$ cat src/rtl/aes_key_expander_pkg.sv
// Shared AES definitions for the key schedule: word type, FSM states,
// key-size helpers, GF(2^8) doubling and the forward S-box table.
package aes_key_expander_pkg;

  typedef logic [31:0] word_t;

  typedef enum logic [1:0] {
    ST_IDLE = 2'd0,
    ST_GEN  = 2'd1,
    ST_HOLD = 2'd2
  } state_e;

  function automatic int aes_nk(input int key_bits);
    return key_bits / 32;
  endfunction

  function automatic int aes_nr(input int key_bits);
    return (key_bits / 32) + 6;
  endfunction

  function automatic logic [7:0] xtime(input logic [7:0] b);
    return {b[6:0], 1'b0} ^ (b[7] ? 8'h1b : 8'h00);
  endfunction

  localparam logic [7:0] SBOX [256] = '{
    8'h63, 8'h7c, 8'h77, 8'h7b, 8'hf2, 8'h6b, 8'h6f, 8'hc5, 8'h30, 8'h01, 8'h67, 8'h2b, 8'hfe, 8'hd7, 8'hab, 8'h76,
    8'hca, 8'h82, 8'hc9, 8'h7d, 8'hfa, 8'h59, 8'h47, 8'hf0, 8'had, 8'hd4, 8'ha2, 8'haf, 8'h9c, 8'ha4, 8'h72, 8'hc0,
    8'hb7, 8'hfd, 8'h93, 8'h26, 8'h36, 8'h3f, 8'hf7, 8'hcc, 8'h34, 8'ha5, 8'he5, 8'hf1, 8'h71, 8'hd8, 8'h31, 8'h15,
    8'h04, 8'hc7, 8'h23, 8'hc3, 8'h18, 8'h96, 8'h05, 8'h9a, 8'h07, 8'h12, 8'h80, 8'he2, 8'heb, 8'h27, 8'hb2, 8'h75,
    8'h09, 8'h83, 8'h2c, 8'h1a, 8'h1b, 8'h6e, 8'h5a, 8'ha0, 8'h52, 8'h3b, 8'hd6, 8'hb3, 8'h29, 8'he3, 8'h2f, 8'h84,
    8'h53, 8'hd1, 8'h00, 8'hed, 8'h20, 8'hfc, 8'hb1, 8'h5b, 8'h6a, 8'hcb, 8'hbe, 8'h39, 8'h4a, 8'h4c, 8'h58, 8'hcf,
    8'hd0, 8'hef, 8'haa, 8'hfb, 8'h43, 8'h4d, 8'h33, 8'h85, 8'h45, 8'hf9, 8'h02, 8'h7f, 8'h50, 8'h3c, 8'h9f, 8'ha8,
    8'h51, 8'ha3, 8'h40, 8'h8f, 8'h92, 8'h9d, 8'h38, 8'hf5, 8'hbc, 8'hb6, 8'hda, 8'h21, 8'h10, 8'hff, 8'hf3, 8'hd2,
    8'hcd, 8'h0c, 8'h13, 8'hec, 8'h5f, 8'h97, 8'h44, 8'h17, 8'hc4, 8'ha7, 8'h7e, 8'h3d, 8'h64, 8'h5d, 8'h19, 8'h73,
    8'h60, 8'h81, 8'h4f, 8'hdc, 8'h22, 8'h2a, 8'h90, 8'h88, 8'h46, 8'hee, 8'hb8, 8'h14, 8'hde, 8'h5e, 8'h0b, 8'hdb,
    8'he0, 8'h32, 8'h3a, 8'h0a, 8'h49, 8'h06, 8'h24, 8'h5c, 8'hc2, 8'hd3, 8'hac, 8'h62, 8'h91, 8'h95, 8'he4, 8'h79,
    8'he7, 8'hc8, 8'h37, 8'h6d, 8'h8d, 8'hd5, 8'h4e, 8'ha9, 8'h6c, 8'h56, 8'hf4, 8'hea, 8'h65, 8'h7a, 8'hae, 8'h08,
    8'hba, 8'h78, 8'h25, 8'h2e, 8'h1c, 8'ha6, 8'hb4, 8'hc6, 8'he8, 8'hdd, 8'h74, 8'h1f, 8'h4b, 8'hbd, 8'h8b, 8'h8a,
    8'h70, 8'h3e, 8'hb5, 8'h66, 8'h48, 8'h03, 8'hf6, 8'h0e, 8'h61, 8'h35, 8'h57, 8'hb9, 8'h86, 8'hc1, 8'h1d, 8'h9e,
    8'he1, 8'hf8, 8'h98, 8'h11, 8'h69, 8'hd9, 8'h8e, 8'h94, 8'h9b, 8'h1e, 8'h87, 8'he9, 8'hce, 8'h55, 8'h28, 8'hdf,
    8'h8c, 8'ha1, 8'h89, 8'h0d, 8'hbf, 8'he6, 8'h42, 8'h68, 8'h41, 8'h99, 8'h2d, 8'h0f, 8'hb0, 8'h54, 8'hbb, 8'h16
  };

endpackage

$ cat src/rtl/aes_key_expander_sbox.sv
// Single-byte combinational AES forward S-box lookup; four of these form SubWord.
module aes_key_expander_sbox
  import aes_key_expander_pkg::*;
(
  input  logic [7:0] in_byte,
  output logic [7:0] out_byte
);

  assign out_byte = SBOX[in_byte];

endmodule

$ cat src/rtl/aes_key_expander.sv
// Word-serial AES key schedule: generates one schedule word per cycle and
// presents each group of four words as a round key behind a valid/ready handshake.
module aes_key_expander
  import aes_key_expander_pkg::*;
#(
  parameter int KEY_BITS = 128
) (
  input  logic                clk,
  input  logic                rst,
  input  logic                key_valid,
  output logic                key_ready,
  input  logic [KEY_BITS-1:0] key,
  input  logic                abort,
  output logic                rk_valid,
  input  logic                rk_ready,
  output logic [127:0]        rk_data,
  output logic [3:0]          rk_idx,
  output logic                rk_last,
  output logic                busy
);

  localparam int NK = aes_nk(KEY_BITS);
  localparam int NR = aes_nr(KEY_BITS);
  localparam logic [2:0] NK_LAST = 3'(NK - 1);
  localparam logic [3:0] NR_IDX  = 4'(NR);
  localparam logic [5:0] NK_W    = 6'(NK);

  if (KEY_BITS != 128 && KEY_BITS != 192 && KEY_BITS != 256) begin : g_bad_key_bits
    $error("aes_key_expander: KEY_BITS must be 128, 192 or 256");
  end

  state_e     state_q, state_d;
  word_t      win_q [NK];
  word_t      win_d [NK];
  word_t      col_q [3];
  word_t      col_d [3];
  logic [1:0] col_cnt_q, col_cnt_d;
  logic [5:0] i_q, i_d;
  logic [2:0] mod_q, mod_d;
  logic [7:0] rcon_q, rcon_d;
  logic [127:0] rk_data_q, rk_data_d;
  logic [3:0] rk_idx_q, rk_idx_d;
  logic       rk_last_q, rk_last_d;

  word_t prev_w, sub_in, sub_out, t_w, new_w;
  logic  i_ge_nk;

  // The window is rotated through itself while i < NK, so the oldest slot always feeds w[i].
  assign prev_w  = win_q[NK-1];
  assign i_ge_nk = (i_q >= NK_W);
  assign sub_in  = (mod_q == 3'd0) ? {prev_w[23:0], prev_w[31:24]} : prev_w;

  for (genvar b = 0; b < 4; b++) begin : g_subword
    aes_key_expander_sbox u_sbox (
      .in_byte  (sub_in[8*b +: 8]),
      .out_byte (sub_out[8*b +: 8])
    );
  end

  always_comb begin
    t_w = prev_w;
    if (mod_q == 3'd0) begin
      t_w = sub_out ^ {rcon_q, 24'h000000};
    end else if ((NK == 8) && (mod_q == 3'd4)) begin
      t_w = sub_out;
    end else begin
      t_w = prev_w;
    end
    new_w = win_q[0] ^ (i_ge_nk ? t_w : 32'h00000000);
  end

  always_comb begin
    state_d   = state_q;
    win_d     = win_q;
    col_d     = col_q;
    col_cnt_d = col_cnt_q;
    i_d       = i_q;
    mod_d     = mod_q;
    rcon_d    = rcon_q;
    rk_data_d = rk_data_q;
    rk_idx_d  = rk_idx_q;
    rk_last_d = rk_last_q;

    case (state_q)
      ST_IDLE: begin
        if (key_valid) begin
          state_d = ST_GEN;
          for (int j = 0; j < NK; j++) begin
            win_d[j] = key[KEY_BITS-1-32*j -: 32];
          end
          i_d       = 6'd0;
          mod_d     = 3'd0;
          col_cnt_d = 2'd0;
          rcon_d    = 8'h01;
          rk_idx_d  = 4'd0;
          rk_last_d = 1'b0;
        end else begin
          state_d = ST_IDLE;
        end
      end
      ST_GEN: begin
        for (int j = 0; j < NK - 1; j++) begin
          win_d[j] = win_q[j+1];
        end
        win_d[NK-1] = new_w;
        i_d   = i_q + 6'd1;
        mod_d = (mod_q == NK_LAST) ? 3'd0 : mod_q + 3'd1;
        if (i_ge_nk && (mod_q == 3'd0)) begin
          rcon_d = xtime(rcon_q);
        end else begin
          rcon_d = rcon_q;
        end
        if (col_cnt_q == 2'd3) begin
          rk_data_d = {col_q[0], col_q[1], col_q[2], new_w};
          rk_last_d = (rk_idx_q == NR_IDX);
          col_cnt_d = 2'd0;
          state_d   = ST_HOLD;
        end else begin
          col_d[col_cnt_q] = new_w;
          col_cnt_d        = col_cnt_q + 2'd1;
        end
      end
      ST_HOLD: begin
        if (rk_ready && rk_last_q) begin
          state_d   = ST_IDLE;
          rk_last_d = 1'b0;
        end else if (rk_ready) begin
          state_d  = ST_GEN;
          rk_idx_d = rk_idx_q + 4'd1;
        end else begin
          state_d = ST_HOLD;
        end
      end
      default: begin
        state_d = ST_IDLE;
      end
    endcase

    // Abort overrides any handshake or key accept in the same cycle.
    if (abort) begin
      state_d   = ST_IDLE;
      col_cnt_d = 2'd0;
      i_d       = 6'd0;
      mod_d     = 3'd0;
      rcon_d    = 8'h01;
      rk_data_d = 128'h0;
      rk_idx_d  = 4'd0;
      rk_last_d = 1'b0;
    end else begin
      rcon_d = rcon_d;
    end
  end

  always_ff @(posedge clk) begin
    if (rst) begin
      state_q   <= ST_IDLE;
      for (int j = 0; j < NK; j++) begin
        win_q[j] <= 32'h00000000;
      end
      for (int j = 0; j < 3; j++) begin
        col_q[j] <= 32'h00000000;
      end
      col_cnt_q <= 2'd0;
      i_q       <= 6'd0;
      mod_q     <= 3'd0;
      rcon_q    <= 8'h01;
      rk_data_q <= 128'h0;
      rk_idx_q  <= 4'd0;
      rk_last_q <= 1'b0;
    end else begin
      state_q   <= state_d;
      win_q     <= win_d;
      col_q     <= col_d;
      col_cnt_q <= col_cnt_d;
      i_q       <= i_d;
      mod_q     <= mod_d;
      rcon_q    <= rcon_d;
      rk_data_q <= rk_data_d;
      rk_idx_q  <= rk_idx_d;
      rk_last_q <= rk_last_d;
    end
  end

  assign key_ready = (state_q == ST_IDLE);
  assign busy      = (state_q != ST_IDLE);
  assign rk_valid  = (state_q == ST_HOLD);
  assign rk_data   = rk_data_q;
  assign rk_idx    = rk_idx_q;
  assign rk_last   = rk_last_q;

endmodule

$ cat config.mk
export PLATFORM = sky130hd
export DESIGN_NAME = aes_key_expander
export DESIGN_NICKNAME = d
export VERILOG_FILES = /design/src/rtl/aes_key_expander_pkg.sv /design/src/rtl/aes_key_expander_sbox.sv /design/src/rtl/aes_key_expander.sv
export SDC_FILE = /design/constraint.sdc
export NUM_CORES = 2
export LEC_CHECK = 0
export CORE_MARGIN = 3
export CORE_UTILIZATION = 45
export CTS_CLUSTER_SIZE = 10
export DETAILED_ROUTE_END_ITERATION = 16
export PLACE_DENSITY = 0.65
export SLEW_MARGIN = 0
export SYNTH_ARGS = -nofsm -noshare
export SYNTH_HDL_FRONTEND = slang
export SYNTH_HIERARCHICAL = 1
export SYNTH_SLANG_ARGS = --single-unit
$ cat constraint.sdc
create_clock -name clk -period 9.9 [get_ports clk]
set_input_delay 1.485 -clock clk [delete_from_list [all_inputs] [get_ports clk]]
set_output_delay 1.485 -clock clk [all_outputs]
set_load 0.02 [all_outputs]
**After elaboration in Yosys (flattened, before gate mapping)**

Memories as Yosys holds them, arrays and structs flattened.
Index checks and enable logic that the tools add are counted.

- Add/sub/neg operators: 4
- Reduce and logical (&&, ||, !) cells: 16
- Multiplexer cells: 41
- Magnitude comparators: 7
- Eq/ne operators: 11
- Bitwise gates (word level): 9

Operators by type and width:

| kind | number |
|---|---|
| $pmux 128 s2 | 1 |
| $mux 128 | 1 |
| $mux 32 | 4 |
| $bwmux 96 | 1 |
| $mux 8 | 10 |
| $demux 32 s2 | 1 |
| $xor 32x32->32 | 2 |
| $ge 9x9->1 const B | 4 |
| $not 8->9 | 4 |
| $pmux 8 s2 | 1 |
| $mux 4 | 3 |
| $pmux 6 s2 | 1 |
| $mux 2 | 5 |
| $ne 2x2->1 const B | 4 |
| $pmux 4 s2 | 1 |
| $reduce_and 4->1 | 2 |
| $xor 8x5->8 | 1 |
| $add 6x1->6 const B | 1 |
| $ge 6x3->1 const B | 1 |
| $mux 3 | 2 |
| $mux 6 | 1 |
| $pmux 2 s3 | 1 |
| $pmux 3 s2 | 1 |
| $reduce_and 2->1 | 3 |
| other kinds (23) | 32 |

- Memories: 4
- Word-level logic and storage cells: 107
- Bits in registers: 378
- Memory bits (read-only): 8192

Memory list:

| memory | words | bits a word | rd ports | clocked after memory_dff | write ports | RTL line | RTL |
|---|---|---|---|---|---|---|---|
| (name not given) | 256 | 8 | 1 | 0 | 0 | aes_key_expander_sbox.sv:9 | `assign out_byte = SBOX[in_byte];` |
| (name not given) | 256 | 8 | 1 | 0 | 0 | aes_key_expander_sbox.sv:9 |  |
| (name not given) | 256 | 8 | 1 | 0 | 0 | aes_key_expander_sbox.sv:9 |  |
| (name not given) | 256 | 8 | 1 | 0 | 0 | aes_key_expander_sbox.sv:9 |  |

**Logic depth before layout (Yosys ltp)**

- Depth after elaboration: 11
- Gate-level depth with buffers: 25

**Hierarchy**

The synthesis kept the hierarchy.

Modules (own cells, without submodules):

| module | seq. area each (um2) | cells an instance | area an instance (um2) | instances |
|---|---|---|---|---|
| aes_key_expander | 7567.3 | 1872 | 15508.6 | 1 |
| aes_key_expander_sbox (g_subword[1].u_sbox ...) | 0.0 | 532 | 3216.8 | 3 |
| aes_key_expander_sbox (g_subword[0].u_sbox) | 0.0 | 530 | 3326.9 | 1 |

**Worst setup path before layout**

No wires, ideal clock.

- Path type: register to register
- Start point: register mod_q[0]
- End point: register col_q[31] (netlist name)
- Stages on the path, launching flop included: 24
- Slack: 5.516 ns
- Library setup time: 0.086 ns
- Period minus slack after synthesis: 4.384 ns
- Data arrival time: 4.298 ns
- Cells stage by stage: dfxtp_1 > inv_1 > ha_1 > nor2b_1 > buf_4 > buf_2 > clkbuf_1 > nand2_1 > nand2_1 > buf_2 > buf_2 > inv_1 > ha_1 > buf_2 > nand2b_1 > nand2_1 > mux4_2 > a211oi_1 > o21ai_1 > xnor2_1 > nand2_1 > o211ai_4 > xor2_2 > a211oi_1

- Cells in the longest elaborated chain, start to end: 11

Ends and longest elaborated chain:

| element | RTL line | RTL |
|---|---|---|
| start, declared | aes_key_expander.sv:39 | `logic [2:0] mod_q, mod_d;` |
| start signal, assigned | aes_key_expander.sv:176 | `mod_q <= mod_d;` |
| $logic_not 3->1 | aes_key_expander.sv:51 | `assign sub_in = (mod_q == 3'd0) ? {prev_w[23:0], prev_w[31:24]} : prev_w;` |
| $mux 32 | aes_key_expander.sv:51 |  |
| net sub_in[24] | aes_key_expander.sv:45 | `word_t prev_w, sub_in, sub_out, t_w, new_w;` |
| $not 8->9 (not written as such) | aes_key_expander_sbox.sv:9 |  |
| $mem_v2 256x8 | -- |  |
| $mux 8 (not written as such) (2 in series) | aes_key_expander_sbox.sv:9 |  |
| net sub_out[31] | aes_key_expander.sv:45 |  |
| $xor 32x32->32 | aes_key_expander.sv:63 | `t_w = sub_out ^ {rcon_q, 24'h000000};` |
| $mux 32 | aes_key_expander.sv:62 | `if (mod_q == 3'd0) begin` |
| $mux 32 | aes_key_expander.sv:69 | `new_w = win_q[0] ^ (i_ge_nk ? t_w : 32'h00000000);` |
| $xor 32x32->32 | aes_key_expander.sv:69 |  |
| $bwmux 96 | aes_key_expander.sv:119 | `col_d[col_cnt_q] = new_w;` |
| end signal, assigned | aes_key_expander.sv:173 | `col_q <= col_d;` |
| end, declared | aes_key_expander.sv:35 | `word_t col_q [3];` |

The timed path passes the listed nets, and every way through them passes these cells. The select of a mux whose other input is x is not followed.
A chain may end at the register's enable or synchronous reset.

**Worst setup path in the final report**

- Start point: register mod_q[0]
- End point: register col_q[43] (netlist name)

Same word-level chain as after synthesis.

==> impl_metrics.py <==
metrics = {
    "status": {
        "status": "finished, final reports clean",
    },
    "power_and_ir_drop": {
        "power_density_mw_per_mm2": 141.3,
        "p_leak_nw": 10.81,
        "total_power_mw": 4.503,
        "vdd_ir_drop_max_uv": 109.9,
    },
    "critical_path": {
        "end_kind": "flip-flop",
        "crit_type": "reg -> reg",
        "r2r-end": "col_q[43]$_SDFFE_PP0P_",
        "reg2reg_slack_ns": 3.71,
        "r2r_cells": 18,
        "r2r-start": "mod_q[0]$_SDFFE_PP0P_",
        "startpoint_type": "flip-flop",
        "crit_fanout": 38,
        "cp.arrival_ns": 6.57,
        "required_ns": 10.28,
    },
    "final_layout": {
        "area_delta_synth_final_pct": 11.84,
        "layout.nets": 4137,
        "layout-drive-gt1-share_pct": 7.072,
        "final_area_sq_mm": 0.03186,
        "final-seq-area_sq_mm": 0.007567,
        "multi_input_area_sq_mm": 0.01876,
        "fillerInstances": 6200,
    },
    "drt": {
        "ant_nets": 0,
        "via_count": 32600,
        "route.detailed.drc": 0,
        "post_drt_wl_per_cell_microns": 26.82,
        "via_per_inst": 6.809,
        "firstDrtPassIters": 8,
        "wl_mm": 128.4,
        "initialDrtViolationCount": 5708,
    },
    "timing": {
        "tns_ns": 0,
        "worst_pin_slew_ns": 1.244,
        "timing.slew.headroom_pct": 17.05,
        "period_share_pct": 62.48,
        "max_freq_ghz": 0.1617,
        "setup_viol": 0,
        "rsz0062_at_grt": "false",
        "finalCriticalPeriod_ns": 6.185,
        "maxSlewViolCount": 0,
        "hold_violations": 0,
        "skew_ns": 0.02946,
    },
    "global_route": {
        "grt_pass1_wl_mm": 191.1,
        "grt_usage_pct": 36.60,
        "grt_pass1_vias": 29360,
        "grt_max_degree": 98,
        "antenna_found_initial": 11,
        "grt-ovfl-total": 0,
    },
    "synthesis": {
        "ys_top_cells_by_area": "dfxtp_1, a21oi_1, nand2_1",
        "yosysTopAreaCell": "dfxtp_1",
        "synth_seq_cells": 378,
        "synth_seq_area_share_pct": 26.56,
        "syn_area_sq_mm": 0.02849,
        "synth_top_area_share_pct": 26.56,
        "async_reset_ff_share_pct": 0,
        "synth_warnings": 6,
        "syn_avg_cell_area_sq_um": 7.125,
        "synthFlopType": "dfxtp_1",
        "synth.distinct_cells": 93,
        "syn-num-nets": 4197,
        "synth_edf_count": 0,
        "syn_inst": 3998,
    },
    "floorplanning": {
        "start_util_pct": 45.82,
        "rows": 91,
        "pin_count": 269,
        "dieHeight_microns": 257.6,
        "die_area_sq_mm": 0.06636,
        "die_x_microns": 257.6,
        "coreArea_sq_mm": 0.06217,
    },
    "min_path": {
        "hold_path_end": "rk_data[56]$_SDFFE_PP0P_",
        "hp-class": "reg -> reg",
        "holdPathStages": 2,
        "worstHoldStart": "col_q[24]$_SDFFE_PP0P_",
    },
    "flow_run": {
        "drv_cap": 0,
    },
    "cts": {
        "clockBufferDepth": 3,
        "cts_tree": "done",
        "cts_root_buffer": "clkbuf_16",
        "cts-buffers-inserted": 44,
        "clkSinkCount": 378,
        "ctsHoldBuffers": 0,
        "cts_resized": 0,
        "clk_pin_slew_ns": 0.06,
        "postCtsSetupRepairBufs": 0,
        "h-tree-depth": 2,
        "worstSkewPairLatency_ns": 0.57,
    },
    "placed_design": {
        "dp_hpwl_mm": 87.95,
        "place_area_sq_mm": 0.03062,
        "gp_congestion": 1.033,
        "io_buffers": 268,
    },
}
[placed cells by master, fill, tap and decap left out, drive strengths merged, types with 49 or more instances in the layout]
| cell type | n |
|---|---|
| o21ai | 215 |
| nor2 | 508 |
| a211oi | 144 |
| clkbuf | 50 |
| a31oi | 81 |
| a22oi | 56 |
| nor3 | 116 |
| nand2 | 537 |
| buf | 53 |
| a21oi | 447 |
| ha | 66 |
| nand2b | 78 |
| dfxtp | 378 |
| nor4 | 89 |
| nor2b | 95 |
| nand3 | 104 |
| clkdlybuf4s50 | 267 |
| o311ai | 49 |
[sequential cells by signal, summed over array words and instances (netlist names)]
register / cells
rk_last: 1
i_q: 6
rcon_q: 8
col_q: 96
win_q: 96
prev_w: 32
mod_q: 3
col_cnt_q: 2
rk_idx: 4
rk_data: 128
state_q: 2
[layout make-up]
cell class	count	share of cell area, %
diodes	6	0.04713
clock buffers	49	3.578
clock inverters	4	0.2631
inverters	43	0.5066
multi-input cells	3150	58.88
flip-flops and latches	378	23.75
well taps	837	3.287
repair buffers	321	9.681
[kinds of logic (layout without fill, tap and decap cells)]
group,count (synthesis),in the layout,synth area share [%]
adder cells (fa/ha/maj),66,66,2.899
AND/OR/NAND/NOR,1658,1658,27.11
XOR/XNOR,47,47,2.130
flip-flops,378,378,26.56
multiplexers,46,46,2.657
AO/OA/AOI/OAI,1333,1333,30.70
buffers and inverters,470,417,7.941
other,0,6,0
[stage by stage]
stage               utilization (%)  hold slack, ns  std cells  setup slack (ns)
finish                        51.25          0.4424       4788             3.715
global route                  51.23          0.4701       4784             3.503
CTS                           51.22          0.4520       4782             4.002
detailed placement            49.25          0.4430       4729             4.043
global placement              49.25          0.4382       4729             4.026
floorplan                         -          0.4323       3998             5.516
[metal layers]
layer / GRT usage [%] / vias up / wire length [microns]
met5: 0 / - / 86
met4: 13.72 / 12 / 6216
met3: 9.140 / 469 / 16920
met2: 53.33 / 2582 / 53030
met1: 51.93 / 15120 / 52150
li1: - / 14420 / -
[Yosys cell counts (11+ instances only)]
cell       instances
nor4_2            17
nand3_1          104
a211o_1           16
a21oi_1          433
ha_1              66
nor4_1            71
clkbuf_1         180
and3_1            12
a31oi_1           80
nand2_1          529
nand4_1           17
o22ai_1           38
or2_2             21
buf_2            190
a221oi_1          11
a22oi_1           56
buf_4             25
o21ai_0          208
buf_6             19
nor2b_1           93
a311oi_1          44
a311o_1           13
and2_1            27
a211oi_1         144
o2111ai_1         13
mux4_2            23
a21oi_2           14
xnor2_1           14
mux2i_1           16
inv_1             32
o32ai_1           16
nand2b_1          78
o31ai_1           33
o311ai_0          44
or3_1             14
o221ai_1          26
nor3_1           116
o311a_1           11
xnor2_2           18
nand4b_1          11
o211ai_1          40
nor2_1           505
dfxtp_1          378
[report_power, final]
part           internal (mW)  total [mW]  switching [mW]
Sequential              1.58        1.64          0.0624
Clock                  0.814        1.44           0.631
Combinational          0.456        1.42           0.964
Total                   2.85        4.50            1.66
[worst max-delay path, stage by stage, from the launching register on]
cell	delay, ns
dfxtp_1	0.34
inv_1	0.07
ha_1	0.16
nor2b_4	0.71
buf_4	0.58
nand2_1	0.10
nand2_1	0.08
buf_4	0.35
inv_1	0.28
ha_1	0.75
and2_1	0.47
nor3_1	0.13
o31ai_1	0.49
o221ai_1	0.33
a31o_2	0.36
nand2_1	0.07
a21oi_2	0.08
xnor2_2	0.46
a211oi_1	0.16
[worst max-delay path by stage]
| stage | startpoint | end | slack [ns] | cells past startpoint |
|---|---|---|---|---|
| floorplan | mod_q[0]$_SDFFE_PP0P_ | col_q[31]$_SDFFE_PP0P_ | 5.52 | 23 |
| global placement | mod_q[0]$_SDFFE_PP0P_ | col_q[75]$_SDFFE_PP0P_ | 4.03 | 17 |
| detailed placement | mod_q[0]$_SDFFE_PP0P_ | col_q[63]$_SDFFE_PP0P_ | 4.04 | 19 |
| CTS | mod_q[0]$_SDFFE_PP0P_ | col_q[63]$_SDFFE_PP0P_ | 4.00 | 19 |
| global route | mod_q[0]$_SDFFE_PP0P_ | col_q[95]$_SDFFE_PP0P_ | 3.50 | 19 |
| finish | mod_q[0]$_SDFFE_PP0P_ | col_q[43]$_SDFFE_PP0P_ | 3.71 | 18 |
Note: power is estimated with default switching activity, not from simulation.
